`src/rtl/seq_divider_pkg.sv`:
```
// Shared constants and state encoding for the multdiv sequential divider.
package multdiv_pkg;

  localparam int WIDTH        = 32;
  localparam int CNT_W        = 5;
  localparam int LATENCY_NORM = WIDTH + 2;

  typedef enum logic [1:0] {
    IDLE,
    ITER,
    FIX,
    DONE
  } div_state_e;

endpackage

```
`src/rtl/seq_divider_if.sv`:
```
// Issue/writeback bundle between the ALU-side issue logic and the sequential divider.
interface seq_divider_if #(
  parameter int WIDTH = 32
);

  logic             ctrl_div;
  logic [WIDTH-1:0] dividend;
  logic [WIDTH-1:0] divisor;
  logic [WIDTH-1:0] quotient;
  logic [WIDTH-1:0] remainder;
  logic             result_rdy;
  logic             exception;
  logic             busy;

  modport master (
    output ctrl_div, dividend, divisor,
    input  quotient, remainder, result_rdy, exception, busy
  );

  modport slave (
    input  ctrl_div, dividend, divisor,
    output quotient, remainder, result_rdy, exception, busy
  );

endinterface

```
`src/rtl/seq_divider_iter_ctr.sv`:
```
// Iteration down-counter for the divider: load, decrement, terminal flag at zero.
module div_iter_ctr #(
  parameter int CNT_W = 5
) (
  input  logic             clk,
  input  logic             reset,
  input  logic             load,
  input  logic [CNT_W-1:0] load_val,
  input  logic             dec,
  output logic             term
);

  logic [CNT_W-1:0] cnt;

  // Decrement stops at zero so a stray enable can never wrap back to the top.
  always_ff @(posedge clk) begin
    if (reset) begin
      cnt <= '0;
    end else if (load) begin
      cnt <= load_val;
    end else if (dec && (cnt != '0)) begin
      cnt <= cnt - CNT_W'(1);
    end
  end

  assign term = (cnt == '0);

endmodule

```
`src/rtl/seq_divider.sv`:
```
// Iterative restoring divider, one quotient bit per clock.
// Define DIV_SIGNED_EN for two's-complement operands; otherwise the divide is unsigned.
module seq_divider
  import multdiv_pkg::*;
#(
  parameter int WIDTH = multdiv_pkg::WIDTH,
  parameter int CNT_W = multdiv_pkg::CNT_W
) (
  input  logic           clk,
  input  logic           reset,
  seq_divider_if.slave   bus
);

  localparam logic signed [WIDTH+1:0] TRIAL_ZERO = '0;

  function automatic logic [WIDTH-1:0] neg2c(input logic [WIDTH-1:0] x);
    return ~x + WIDTH'(1);
  endfunction

  function automatic logic [WIDTH-1:0] mag(input logic [WIDTH-1:0] x);
    return x[WIDTH-1] ? neg2c(x) : x;
  endfunction

  div_state_e state, state_nxt;

  logic [WIDTH-1:0] rem_r;
  logic [WIDTH-1:0] quo_r;
  logic [WIDTH-1:0] dsr_r;
  logic             dz_r;

  logic [WIDTH-1:0] quotient_q;
  logic [WIDTH-1:0] remainder_q;
  logic             rdy_q;
  logic             exc_q;

  logic             cnt_load;
  logic             cnt_dec;
  logic             cnt_term;
  logic             dsr_zero;

  logic [WIDTH-1:0] a_mag;
  logic [WIDTH-1:0] b_mag;

  logic [WIDTH:0]          r_sh;
  logic signed [WIDTH+1:0] trial;
  logic                    trial_neg;

`ifdef DIV_SIGNED_EN
  logic sign_q;
  logic sign_r;

  assign a_mag = mag(bus.dividend);
  assign b_mag = mag(bus.divisor);
`else
  assign a_mag = bus.dividend;
  assign b_mag = bus.divisor;
`endif

  assign dsr_zero = (bus.divisor == '0);

  div_iter_ctr #(
    .CNT_W (CNT_W)
  ) u_ctr (
    .clk      (clk),
    .reset    (reset),
    .load     (cnt_load),
    .load_val (CNT_W'(WIDTH - 1)),
    .dec      (cnt_dec),
    .term     (cnt_term)
  );

  always_ff @(posedge clk) begin
    if (reset) begin
      state <= IDLE;
    end else begin
      state <= state_nxt;
    end
  end

  always_comb begin
    state_nxt = state;
    cnt_load  = 1'b0;
    cnt_dec   = 1'b0;
    case (state)
      IDLE: begin
        if (bus.ctrl_div) begin
          if (dsr_zero) begin
            state_nxt = DONE;
          end else begin
            state_nxt = ITER;
            cnt_load  = 1'b1;
          end
        end
      end
      ITER: begin
        cnt_dec = 1'b1;
        if (cnt_term) state_nxt = FIX;
      end
      FIX:     state_nxt = DONE;
      DONE:    state_nxt = IDLE;
      default: state_nxt = IDLE;
    endcase
  end

  // Shift {R,Q} left and try the subtraction; the remainder never exceeds
  // the divisor, so only the shifted value needs the extra bit.
  assign r_sh      = {rem_r, quo_r[WIDTH-1]};
  assign trial     = $signed({1'b0, r_sh}) - $signed({2'b00, dsr_r});
  assign trial_neg = (trial < TRIAL_ZERO);

  always_ff @(posedge clk) begin
    case (state)
      IDLE: begin
        if (bus.ctrl_div) begin
          rem_r <= '0;
          quo_r <= a_mag;
          dsr_r <= b_mag;
          dz_r  <= dsr_zero;
`ifdef DIV_SIGNED_EN
          sign_q <= bus.dividend[WIDTH-1] ^ bus.divisor[WIDTH-1];
          sign_r <= bus.dividend[WIDTH-1];
`endif
        end
      end
      ITER: begin
        rem_r <= trial_neg ? r_sh[WIDTH-1:0] : trial[WIDTH-1:0];
        quo_r <= {quo_r[WIDTH-2:0], ~trial_neg};
      end
      FIX: begin
`ifdef DIV_SIGNED_EN
        if (sign_q) quo_r <= neg2c(quo_r);
        if (sign_r) rem_r <= neg2c(rem_r);
`endif
      end
      default: ;
    endcase
  end

  // Results are registered out of DONE, so the pulse lands in the following IDLE cycle.
  always_ff @(posedge clk) begin
    if (reset) begin
      quotient_q  <= '0;
      remainder_q <= '0;
      rdy_q       <= 1'b0;
      exc_q       <= 1'b0;
    end else begin
      rdy_q <= (state == DONE);
      exc_q <= (state == DONE) && dz_r;
      if (state == DONE) begin
        quotient_q  <= dz_r ? '0 : quo_r;
        remainder_q <= dz_r ? '0 : rem_r;
      end
    end
  end

  assign bus.quotient   = quotient_q;
  assign bus.remainder  = remainder_q;
  assign bus.result_rdy = rdy_q;
  assign bus.exception  = exc_q;
  assign bus.busy       = (state != IDLE) || rdy_q;

endmodule

```
`src/flat_wrapper.sv`:
```
// flat-port wrapper written by rule: the top's interface ports become plain ports
module seq_divider_flat import multdiv_pkg::*;
#(
  parameter int WIDTH = multdiv_pkg::WIDTH,
  parameter int CNT_W = multdiv_pkg::CNT_W
)
  (clk, reset, bus_ctrl_div, bus_dividend, bus_divisor, bus_quotient, bus_remainder, bus_result_rdy, bus_exception, bus_busy);
  seq_divider_if #(.WIDTH(WIDTH)) bus_i ();
  input  logic clk;
  input  logic reset;
  input wire logic [$bits(bus_i.ctrl_div)-1:0] bus_ctrl_div;
  input wire logic [$bits(bus_i.dividend)-1:0] bus_dividend;
  input wire logic [$bits(bus_i.divisor)-1:0] bus_divisor;
  output wire logic [$bits(bus_i.quotient)-1:0] bus_quotient;
  output wire logic [$bits(bus_i.remainder)-1:0] bus_remainder;
  output wire logic [$bits(bus_i.result_rdy)-1:0] bus_result_rdy;
  output wire logic [$bits(bus_i.exception)-1:0] bus_exception;
  output wire logic [$bits(bus_i.busy)-1:0] bus_busy;
  assign bus_i.ctrl_div = bus_ctrl_div;
  assign bus_i.dividend = bus_dividend;
  assign bus_i.divisor = bus_divisor;
  assign bus_quotient = bus_i.quotient;
  assign bus_remainder = bus_i.remainder;
  assign bus_result_rdy = bus_i.result_rdy;
  assign bus_exception = bus_i.exception;
  assign bus_busy = bus_i.busy;
  seq_divider #(.WIDTH(WIDTH), .CNT_W(CNT_W)) u_core (.clk(clk), .reset(reset), .bus(bus_i));
endmodule
```
`config.mk`:
```
export PLATFORM = sky130hd
export DESIGN_NAME = seq_divider_flat
export DESIGN_NICKNAME = d
export VERILOG_FILES = /design/src/rtl/seq_divider_pkg.sv /design/src/rtl/seq_divider_if.sv /design/src/rtl/seq_divider_iter_ctr.sv /design/src/rtl/seq_divider.sv /design/src/flat_wrapper.sv
export SDC_FILE = /design/constraint.sdc
export NUM_CORES = 1
export LEC_CHECK = 0
export ABC_CLOCK_PERIOD_IN_PS = 5180
export BUFFER_PORTS_ARGS = -buffer_cell sky130_fd_sc_hd__buf_2
export CORE_MARGIN = 2
export CORE_UTILIZATION = 59
export CTS_BUF_LIST = sky130_fd_sc_hd__clkbuf_4 sky130_fd_sc_hd__clkbuf_8
export DETAILED_ROUTE_END_ITERATION = 7
export PLACE_DENSITY = 0.86
export SYNTH_ARGS = -nofsm -noshare
export SYNTH_HDL_FRONTEND = slang
export SYNTH_SLANG_ARGS = --single-unit
```
`constraint.sdc`:
```
create_clock -name clk -period 5.18 [get_ports clk]
set_input_delay 0.777 -clock clk [delete_from_list [all_inputs] [get_ports clk]]
set_output_delay 0.777 -clock clk [all_outputs]
set_load 0.05 [all_outputs]
```
Yosys cells after proc, flatten, opt, wreduce, memory -nomap -nowiden
Index checks and enable logic that the tools add are counted.
{"block": "totals", "latch_bits": 0, "output_inout_bits": 67, "mem_bits_ro": 0, "ramBits": 0, "reg_bits": 170, "memories": 0, "input_bits": 67}
{"block": "classes", "n_div": 0, "mux": 17, "n_mul": 0, "reduce_logical": 13, "addsub": 2, "n_lt_le_gt_ge": 1, "bitwise_logic": 1, "shifts": 0, "eq_ne": 5}
{"operator": "$mux 32", "count": 5}
{"operator": "$pmux 32 s2", "count": 2}
{"operator": "$lt 34x1->1 const B", "count": 1}
{"operator": "$sub 33x32->34", "count": 1}
{"operator": "$logic_not 32->1", "count": 1}
{"operator": "$mux 5", "count": 2}
{"operator": "$pmux 2 s4", "count": 1}
{"operator": "$mux 2", "count": 3}
{"operator": "$reduce_and 2->1", "count": 3}
{"operator": "$reduce_bool 2->1", "count": 3}
{"operator": "$logic_not 5->1", "count": 1}
{"operator": "$reduce_bool 5->1", "count": 1}
{"operator": "$sub 5x1->5 const B", "count": 1}
{"operator": "$eq 2x2->1 const B", "count": 2}
{"operator": "$mux 1", "count": 4}
{"operator": "$eq 2x1->1 const B", "count": 1}
{"operator": "$logic_and 1x1->1", "count": 2}
{"operator": "$logic_not 2->1", "count": 1}
{"operator": "$ne 2x1->1 const B", "count": 1}
{"operator": "$ne 2x2->1 const B", "count": 1}
{"operator": "$logic_or 1x1->1", "count": 1}
{"operator": "$not 1->1", "count": 1}

Longest topological paths before layout
Gate-level depths: netlist (run 1).
{"block": "logic_depth", "depth_word": 5, "mapped_depth": 12, "depth_no_buf": 11}

Modules after synthesis
A second synthesis (run 1) with hierarchy kept.
{"block": "hier_totals", "cells_unflattened": 871, "area_unflattened_um2": 8712.1}
{"mod": "seq_divider", "seq_area_each_um2": 4274.1, "n_inst": 1, "cells_per_inst": 834, "area_each_um2": 8385.5}
{"mod": "div_iter_ctr", "seq_area_each_um2": 100.1, "n_inst": 1, "cells_per_inst": 37, "area_each_um2": 326.6}

Worst setup path after synthesis (run 1)
No wires, ideal clock.
{"block": "synth_path", "path_type": "register to register", "from": "reg u_core.state[1]", "to": "reg u_core.quo_r[0], enable pin", "path_slack_ns": 0.869, "synth_period_minus_slack_ns": 4.311, "path_stages_with_launch": 6, "t_required_ns": 4.681, "arrival_time_ns": 3.811, "cell_sequence": "dfxtp_1 -> inv_1 -> ha_1 -> inv_1 -> clkbuf_1 -> o21bai_1"}
{"block": "synth_between", "elab_chain_len": 3, "elab_cells_between_ends": 5, "cone_classes": "2 x eq/ne; 3 x reduce/logical"}
{"item": "start, declared", "line": "seq_divider.sv:24", "rtl": "div_state_e state, state_nxt;"}
{"item": "start signal, assigned", "line": "seq_divider.sv:76", "rtl": "state <= state_nxt;"}
{"item": "$eq 2x1->1 or $logic_not 2->1 (tied branches)", "line": "seq_divider.sv:112", "rtl": "case (state)"}
{"item": "$reduce_bool 2->1 (no line) or $ne 2x2->1 (tied branches)"}
{"item": "$reduce_and 2->1 (no line) (*)"}
{"item": "end signal, assigned", "line": "seq_divider.sv:116", "rtl": "quo_r <= a_mag;"}
{"item": "end signal, assigned", "line": "seq_divider.sv:127", "rtl": "quo_r <= {quo_r[WIDTH-2:0], ~trial_neg};"}
{"item": "end, declared", "line": "seq_divider.sv:27", "rtl": "logic [WIDTH-1:0] quo_r;"}
Mark *: on every way between the ends. The rest lies on a longest branch, timed or not.
A chain may end at the register's enable or synchronous reset.

Worst setup path in the final report (run 1)
{"block": "layout_path", "from": "reg u_core.rem_r[2]", "to": "reg u_core.rem_r[18] (data pin)"}
{"block": "layout_between", "elab_chain_len": 4}
{"item": "start, declared", "line": "seq_divider.sv:26", "rtl": "logic [WIDTH-1:0] rem_r;"}
{"item": "start signal, assigned", "line": "seq_divider.sv:126", "rtl": "rem_r <= trial_neg ? r_sh[WIDTH-1:0] : trial[WIDTH-1:0];"}
{"item": "$sub 33x32->34 (*)", "line": "seq_divider.sv:108", "rtl": "assign trial = $signed({1'b0, r_sh}) - $signed({2'b00, dsr_r});"}
{"item": "$lt 34x1->1", "line": "seq_divider.sv:109", "rtl": "assign trial_neg = (trial < TRIAL_ZERO);"}
{"item": "$mux 32 (*)", "line": "seq_divider.sv:126"}
{"item": "$pmux 32 s2 (*)", "line": "seq_divider.sv:112"}
Marked as above.

==> metrics.txt, run 1 <==
reg2reg end u_core.rem_r[18]; worst path bufs/invs 0; post-synthesis instance total about 900; Syn Area/Cell 9.92 µm²; Tmin final 3.81 ns; Max Cap Viol 0; RSZ-0062 raised after global routing false; Critical Path Sink Type register; grt ovf 0; CTS max path bufs 2; Setup crit start u_core.rem_r[2]; Clock Latency Late Sink roughly 0.48 ns; skew final 0.0168 ns; pwr/cell area 616 nW/µm²; CTS tree built; Main synth FF type edfxtp_1; WL final 21900 µm; DRT Pass-1 Iters 6; Die Height 127 µm; sequential power share 35.7%; CP max stage delay ~1.1 ns; post-synthesis sequential area ratio about half; Int Power between 0.003 and 0.004 W; # rows 45; asr flop ratio synth 0%; Setup-failing EPs final 0; Total GRT Usage about 27%; Max Fclk 0.262 GHz; final period utilization 73.6%; antenna violations before repair 0; DRT antenna net count 0; Initial Utilization 59.5%; YS warnings 0; wire per inst 18.1 µm; EDFF count, synth 97; post-synth net total between 1000 and 1500; root buf cell clkbuf_8; post-cts repair resize count 0; Sw Share 45.0%; ant diodes 0; crit path DAT 4.08 ns; reg2reg setup slack 1.37 ns; port bufs between 100 and 150; CP Cell Sequence ha_1 > and2_4 > a221o_1 > o21a_1 > o21ai_4 > a2111oi_4 > o311ai_4 > nand2_4 > a211oi_1; H-tree depth 4; Sw Pwr 0.00279 W; die area 16200 µm²; Hold Crit Class register to register; logic gate share of total power 50.1%; status completed; startpoint class of the critical path register; total power 0.00620 W; Static Leak 4.11 nW; vias in the first global route just under 7000; Die Span X 127 µm; fin nets 1112; CTS sink count 170; cts-stage hold buffer count 0; largest net degree at the start of global routing 54; Hold Vio Cnt, Final 0; Mapped Area a little under 9000 µm²; Hold Crit Depth 2; most frequent cells after synthesis 126 x a21oi_1, 97 x edfxtp_1, 73 x dfxtp_1; Slew Limit Fails 0; worst r2r path cells 9; setup bufs post-CTS 0; Synth cell types 60; placed instance area around 9700 µm²; vias 7333; I/O pin cnt 134; cts bufs inserted 17; cell area after layout 10100 µm²; most common cell in the netlist a21oi_1; CP top delay family compound AO/OA/AOI/OAI gates; WS Path Type register to register; synthesized flop and latch total 170; Critical Path RT about 5.5 ns; relative slew slack roughly 21%; first-pass GRT wire length around 35000 µm; layout cells sized above 1 21.4%; setup TNS 0 ns; CORE AREA roughly 15000 µm²; crit path max-delay cell type o311ai_4; r2r startpoint u_core.rem_r[2]; worst hold path endpoint u_core.bus.remainder[9]; Worst Path Max Fanout 27; clock network power share 14.2%; Worst-path clk slew 0.10 ns; dpl cells 1175; hold_sp u_core.bus.remainder[9]; IR Drop Worst-Case VDD 0.000298 V; Worst-Margin Slew 1.19 ns; top cell type's share of synthesized area 32.6%; number of remaining DRC errors 0; final instance count without filler cells 1207; Core Util, Final 66.9%; Area Overhead vs Synth 12.5%; DRT iter0 DRCs 755; area leader, netlist edfxtp_1; RePlAce Congestion 0.933; ranking of synthesized cells by area edfxtp_1 33%, dfxtp_1 16%, a21oi_1 7.0%, ha_1 5.3%, mux2_2 3.9%; DPL Wire Length 14900 µm; DR vias/cell approximately 6
cells by family (layout without fill, tap and decap cells):
kind of cell    count (synthesis)  in the layout  synth area share [%]
compound gates                248            248                  17.2
xor+xnor                       18             18                  1.76
fa+ha+maj                      39             39                  5.54
buf+inv                       109            226                  4.85
flops                         170            170                  48.9
mux                            33             33                  4.12
simple gates                  285            285                  17.7
worst max-delay path by stage:
stage | end | slack, ns | cells after the start
3_3_place_gp | u_core.rem_r[30] | 1.58 | 9
5_1_grt | u_core.rem_r[18] | 1.21 | 8
4_1_cts | u_core.rem_r[18] | 1.42 | 9
2_1_floorplan | u_core.quo_r[0] | 0.87 | 5
3_5_place_dp | u_core.rem_r[30] | 1.51 | 9
6_report | u_core.rem_r[18] | 1.37 | 9
metrics by stage:
stage | hold slack [ns] | setup slack [ns]
3_3_place_gp | 0.454 | 1.58
4_1_cts | 0.463 | 1.42
6_report | 0.469 | 1.37
5_1_grt | 0.479 | 1.21
2_1_floorplan | 0.468 | 0.869
3_5_place_dp | 0.455 | 1.51
per-layer routing:
layer  wire (µm)  up-vias  global-route usage [%]
met2       10200      307                    42.4
met4         834        0                    13.4
li1            -     3499                       -
met1        9490     3462                    37.3
met3        1300       65                    4.15
met5           0        -                       0
power groups by stage:
stage               Combinational [W]  Clock, W  Sequential, W
finish                        0.00311  0.000880        0.00221
global route                  0.00340  0.000943        0.00225
CTS                           0.00305  0.000891        0.00220
detailed placement            0.00301         0        0.00222
global placement              0.00296         0        0.00221
floorplan                     0.00227         0        0.00225
layout by cell type (no fill, tap or decap), types with 4 or more instances in the layout:
| cell | n |
|---|---|
| o21ai_0 | 32 |
| and2_1 | 4 |
| a21oi_1 | 126 |
| buf_2 | 133 |
| xnor2_1 | 11 |
| xor2_1 | 7 |
| nand4_1 | 11 |
| nor4_1 | 11 |
| o21a_1 | 6 |
| o211ai_1 | 8 |
| nand3b_1 | 34 |
| a21o_1 | 19 |
| mux2_2 | 31 |
| a31oi_1 | 5 |
| nand2b_1 | 39 |
| clkbuf_8 | 17 |
| and3_1 | 8 |
| nor3_1 | 15 |
| buf_4 | 9 |
| nor2_1 | 56 |
| a211oi_1 | 15 |
| nor2b_1 | 35 |
| nand2_1 | 23 |
| dfxtp_1 | 73 |
| o22ai_1 | 6 |
| inv_1 | 52 |
| clkinvlp_4 | 4 |
| edfxtp_1 | 97 |
| ha_1 | 36 |
| nand3_1 | 35 |
worst reg2reg max path: stages (launching register included):
cell and delay, ns:
edfxtp_1 0.44, ha_1 0.36, and2_4 0.18, a221o_1 0.36
o21a_1 0.28, o21ai_4 0.31, a2111oi_4 0.15, o311ai_4 1.05
nand2_4 0.17, a211oi_1 0.30
final cells by class:
class | instances | area, µm²
Fill cell | 1178 | 4970
Sequential cell | 170 | 4370
Multi-Input combinational cell | 623 | 4160
Timing Repair Buffer | 142 | 733
Tap cell | 188 | 235
Clock buffer | 17 | 234
Inverter | 52 | 195
Clock inverter | 15 | 134
state kept, by name, indices dropped and copies added (netlist names):
| register | flops |
|---|---|
| u_core.bus.exception | 1 |
| u_core.bus.quotient | 32 |
| u_core.bus.remainder | 32 |
| u_core.bus.result_rdy | 1 |
| u_core.dsr_r | 32 |
| u_core.dz_r | 1 |
| u_core.quo_r | 32 |
| u_core.rem_r | 32 |
| u_core.state | 2 |
| u_core.u_ctr.cnt | 5 |
Power figures use the tool's default switching activity.
==> run 2, diff against run 1 <==
--- a/config.mk
+++ b/config.mk
@@ -5,13 +5,13 @@
 export SDC_FILE = /design/constraint.sdc
 export NUM_CORES = 1
 export LEC_CHECK = 0
-export ABC_CLOCK_PERIOD_IN_PS = 5180
+export ABC_CLOCK_PERIOD_IN_PS = 3100
 export BUFFER_PORTS_ARGS = -buffer_cell sky130_fd_sc_hd__buf_2
 export CORE_MARGIN = 2
-export CORE_UTILIZATION = 59
+export CORE_UTILIZATION = 54
 export CTS_BUF_LIST = sky130_fd_sc_hd__clkbuf_4 sky130_fd_sc_hd__clkbuf_8
 export DETAILED_ROUTE_END_ITERATION = 7
-export PLACE_DENSITY = 0.86
+export PLACE_DENSITY = 0.83
 export SYNTH_ARGS = -nofsm -noshare
 export SYNTH_HDL_FRONTEND = slang
 export SYNTH_SLANG_ARGS = --single-unit
==> constraint.sdc (replaced) <==
create_clock -name clk -period 3.1 [get_ports clk]
set_input_delay 0.465 -clock clk [delete_from_list [all_inputs] [get_ports clk]]
set_output_delay 0.465 -clock clk [all_outputs]
set_load 0.05 [all_outputs]
==> run 2 against run 1 <==
First-iteration DRC count fell by 16%; clock power up 83%; total power increased by 75%; sequential power is 66% higher; critical path depth is 1 higher; worst hold slack worse by 0.30 ns; flip-flop and latch count stayed put; global-route usage fell by 2.0 points; combinational power is 80% higher; cell count increased by 5.0%; critical endpoint is now u_core.rem_r[28]; largest power group unchanged.
==> metrics.txt, run 2 (synthesis results as in run 1) <==
I/O pin cnt 134 (unchanged); DRT iter0 DRCs 632 (was 755); DRT Pass-1 Iters 5 (was 6); wire per inst 17.6 µm (was 18.1 µm); number of remaining DRC errors 0 (unchanged); vias in the first global route 7017 (was 6910); worst r2r path cells 10 (was 9); relative slew slack 33.8% (was 20.8%); RePlAce Congestion 0.919 (was 0.933); CORE AREA 16400 µm² (was 15000 µm²); die area 17600 µm² (was 16200 µm²); layout cells sized above 1 24.2% (was 21.4%); Die Height 133 µm (was 127 µm); vias 7443 (was 7333); Static Leak 4.28 nW (was 4.11 nW); crit path DAT 3.35 ns (was 4.08 ns); Max Fclk 0.332 GHz (was 0.262 GHz); Die Span X 133 µm (was 127 µm); Total GRT Usage 25.2% (was 27.1%); port bufs 133 (unchanged); hold_sp bus_divisor[25] (was u_core.bus.remainder[9]); largest net degree at the start of global routing 66 (was 54); Worst-Margin Slew 0.991 ns (was 1.19 ns); Worst-path clk slew 0.10 ns (about the same); worst hold path endpoint u_core.dsr_r[25] (was u_core.bus.remainder[9]); most frequent cells in the layout 134 x buf_2, 125 x a21oi_1, 97 x edfxtp_1, 73 x dfxtp_1, 56 x nor2_1 (was 133 x buf_2, 126 x a21oi_1, 97 x edfxtp_1, 73 x dfxtp_1, 56 x nor2_1); Initial Utilization 54.5% (was 59.5%); status completed (unchanged); Int Power 0.00609 W (was 0.00341 W); setup TNS 0 ns (unchanged); dpl cells 1231 (was 1175); H-tree depth 4 (unchanged); logic gate share of total power 51.4% (was 50.1%); Setup-failing EPs final 0 (unchanged); pwr/cell area 1040 nW/µm² (was 616 nW/µm²); final period utilization 97.3% (was 73.6%); ant diodes 0 (unchanged); DR vias/cell 5.87 (was 6.08); total power 0.0109 W (was 0.00620 W); cts bufs inserted 17 (unchanged); reg2reg setup slack 0.08 ns (was 1.37 ns); Max Cap Viol 0 (unchanged); Hold Crit Depth 1 (was 2); Hold Vio Cnt, Final 0 (unchanged); reg2reg end u_core.rem_r[28] (was u_core.rem_r[18]); DPL Wire Length 15100 µm (was 14900 µm); cell area after layout 10500 µm² (was 10100 µm²); Critical Path Sink Type register (unchanged); Slew Limit Fails 0 (unchanged); Tmin final 3.02 ns (was 3.81 ns); Critical Path RT 3.43 ns (was 5.45 ns); sequential power share 33.7% (was 35.7%); skew final 0.0147 ns (was 0.0168 ns); Area Overhead vs Synth 16.8% (was 12.5%); IR Drop Worst-Case VDD 0.000511 V (was 0.000298 V); antenna violations before repair 0 (unchanged); WL final 22300 µm (was 21900 µm); final instance count without filler cells 1267 (was 1207); Sw Pwr 0.00478 W (was 0.00279 W); fin nets 1140 (was 1112); Worst Path Max Fanout 10 (was 27); DRT antenna net count 0 (unchanged); clock network power share 14.8% (was 14.2%); Clock Latency Late Sink 0.49 ns (was 0.48 ns); most common cell after layout, fill and taps aside buf_2 (unchanged); r2r startpoint u_core.rem_r[12] (was u_core.rem_r[2]); placed instance area 9940 µm² (was 9700 µm²); startpoint class of the critical path register (unchanged); CTS max path bufs 2 (unchanged); WS Path Type register to register (unchanged); Hold Crit Class input port to register (was register to register); CTS tree built (unchanged); Sw Share 44.0% (was 45.0%); # rows 47 (was 45); root buf cell clkbuf_8 (unchanged); first-pass GRT wire length 35200 µm (was 34800 µm); CTS sink count 170 (unchanged); grt ovf 0 (unchanged)
run 2: cell types whose count changed in the layout (fill, tap and decap cells not counted), sizes merged:
cell	previous run	this run
buf	142	170
bufinv	0	1
clkinv	5	3
clkinvlp	4	2
inv	58	61
run 2: repair_timing:
action,4_1_cts,5_1_grt
cloned,0,1
gates resized for setup,0,11
endpoints found under the setup margin,1,31
pin swaps,1,7
setup buffers,0,3
hold buffers,0,0
run 2: area by class of cell:
type / count / area [µm²]
Multi-Input combinational cell: 623 / 4220
Clock inverter: 15 / 175
Tap cell: 220 / 275
Clock buffer: 17 / 234
Inverter: 52 / 195
Sequential cell: 170 / 4370
Timing Repair Buffer: 170 / 973
Fill cell: 1300 / 5960
run 2: how the worst max path moves through the flow:
stage,slack (ns),to,from,cells past startpoint
final,0.08,u_core.rem_r[28],u_core.rem_r[12],10
after global routing,-0.03,u_core.rem_r[28],u_core.rem_r[12],10
after CTS,0.04,u_core.rem_r[29],u_core.rem_r[2],10
after detailed placement,0.08,u_core.rem_r[29],u_core.rem_r[2],10
after global placement,0.15,u_core.rem_r[29],u_core.rem_r[3],10
after floorplan,0.15,u_core.quo_r[0],u_core.state[1],5
run 2: routing by layer:
layer  vias up  wire length, µm  global-route usage, %
met5         -                0                      0
met4         0              935                   13.0
met3        69             1320                   4.98
met2       307            10500                   39.3
met1      3518             9570                   33.4
li1       3549                -                      -
run 2: critical path, stage by stage (launching register included):
cell      delay [ns]
edfxtp_1        0.45
ha_1            0.42
a21o_1          0.22
a211o_1         0.31
a211oi_1        0.21
o21ai_0         0.19
buf_4           0.18
a31oi_1         0.35
mux2i_1         0.23
o211ai_1        0.11
a21oi_1         0.19
run 2: metrics by stage:
| step | hold WS [ns] | utilization, % | setup WS (ns) |
|---|---|---|---|
| final | 0.170 | 63.7 | 0.0841 |
| after global routing | 0.144 | 63.7 | -0.0295 |
| after CTS | 0.143 | 63.1 | 0.0377 |
| after detailed placement | 0.456 | 60.6 | 0.0832 |
| after global placement | 0.453 | 60.6 | 0.151 |
| after floorplan | 0.468 | - | 0.154 |
run 2: power groups by stage:
stage	Sequential [W]	Clock (W)	Combinational (W)
after detailed placement	0.00369	0	0.00529
after global routing	0.00372	0.00173	0.00610
after CTS	0.00364	0.00165	0.00535
after floorplan	0.00374	0	0.00379
after global placement	0.00366	0	0.00521
final	0.00367	0.00161	0.00560
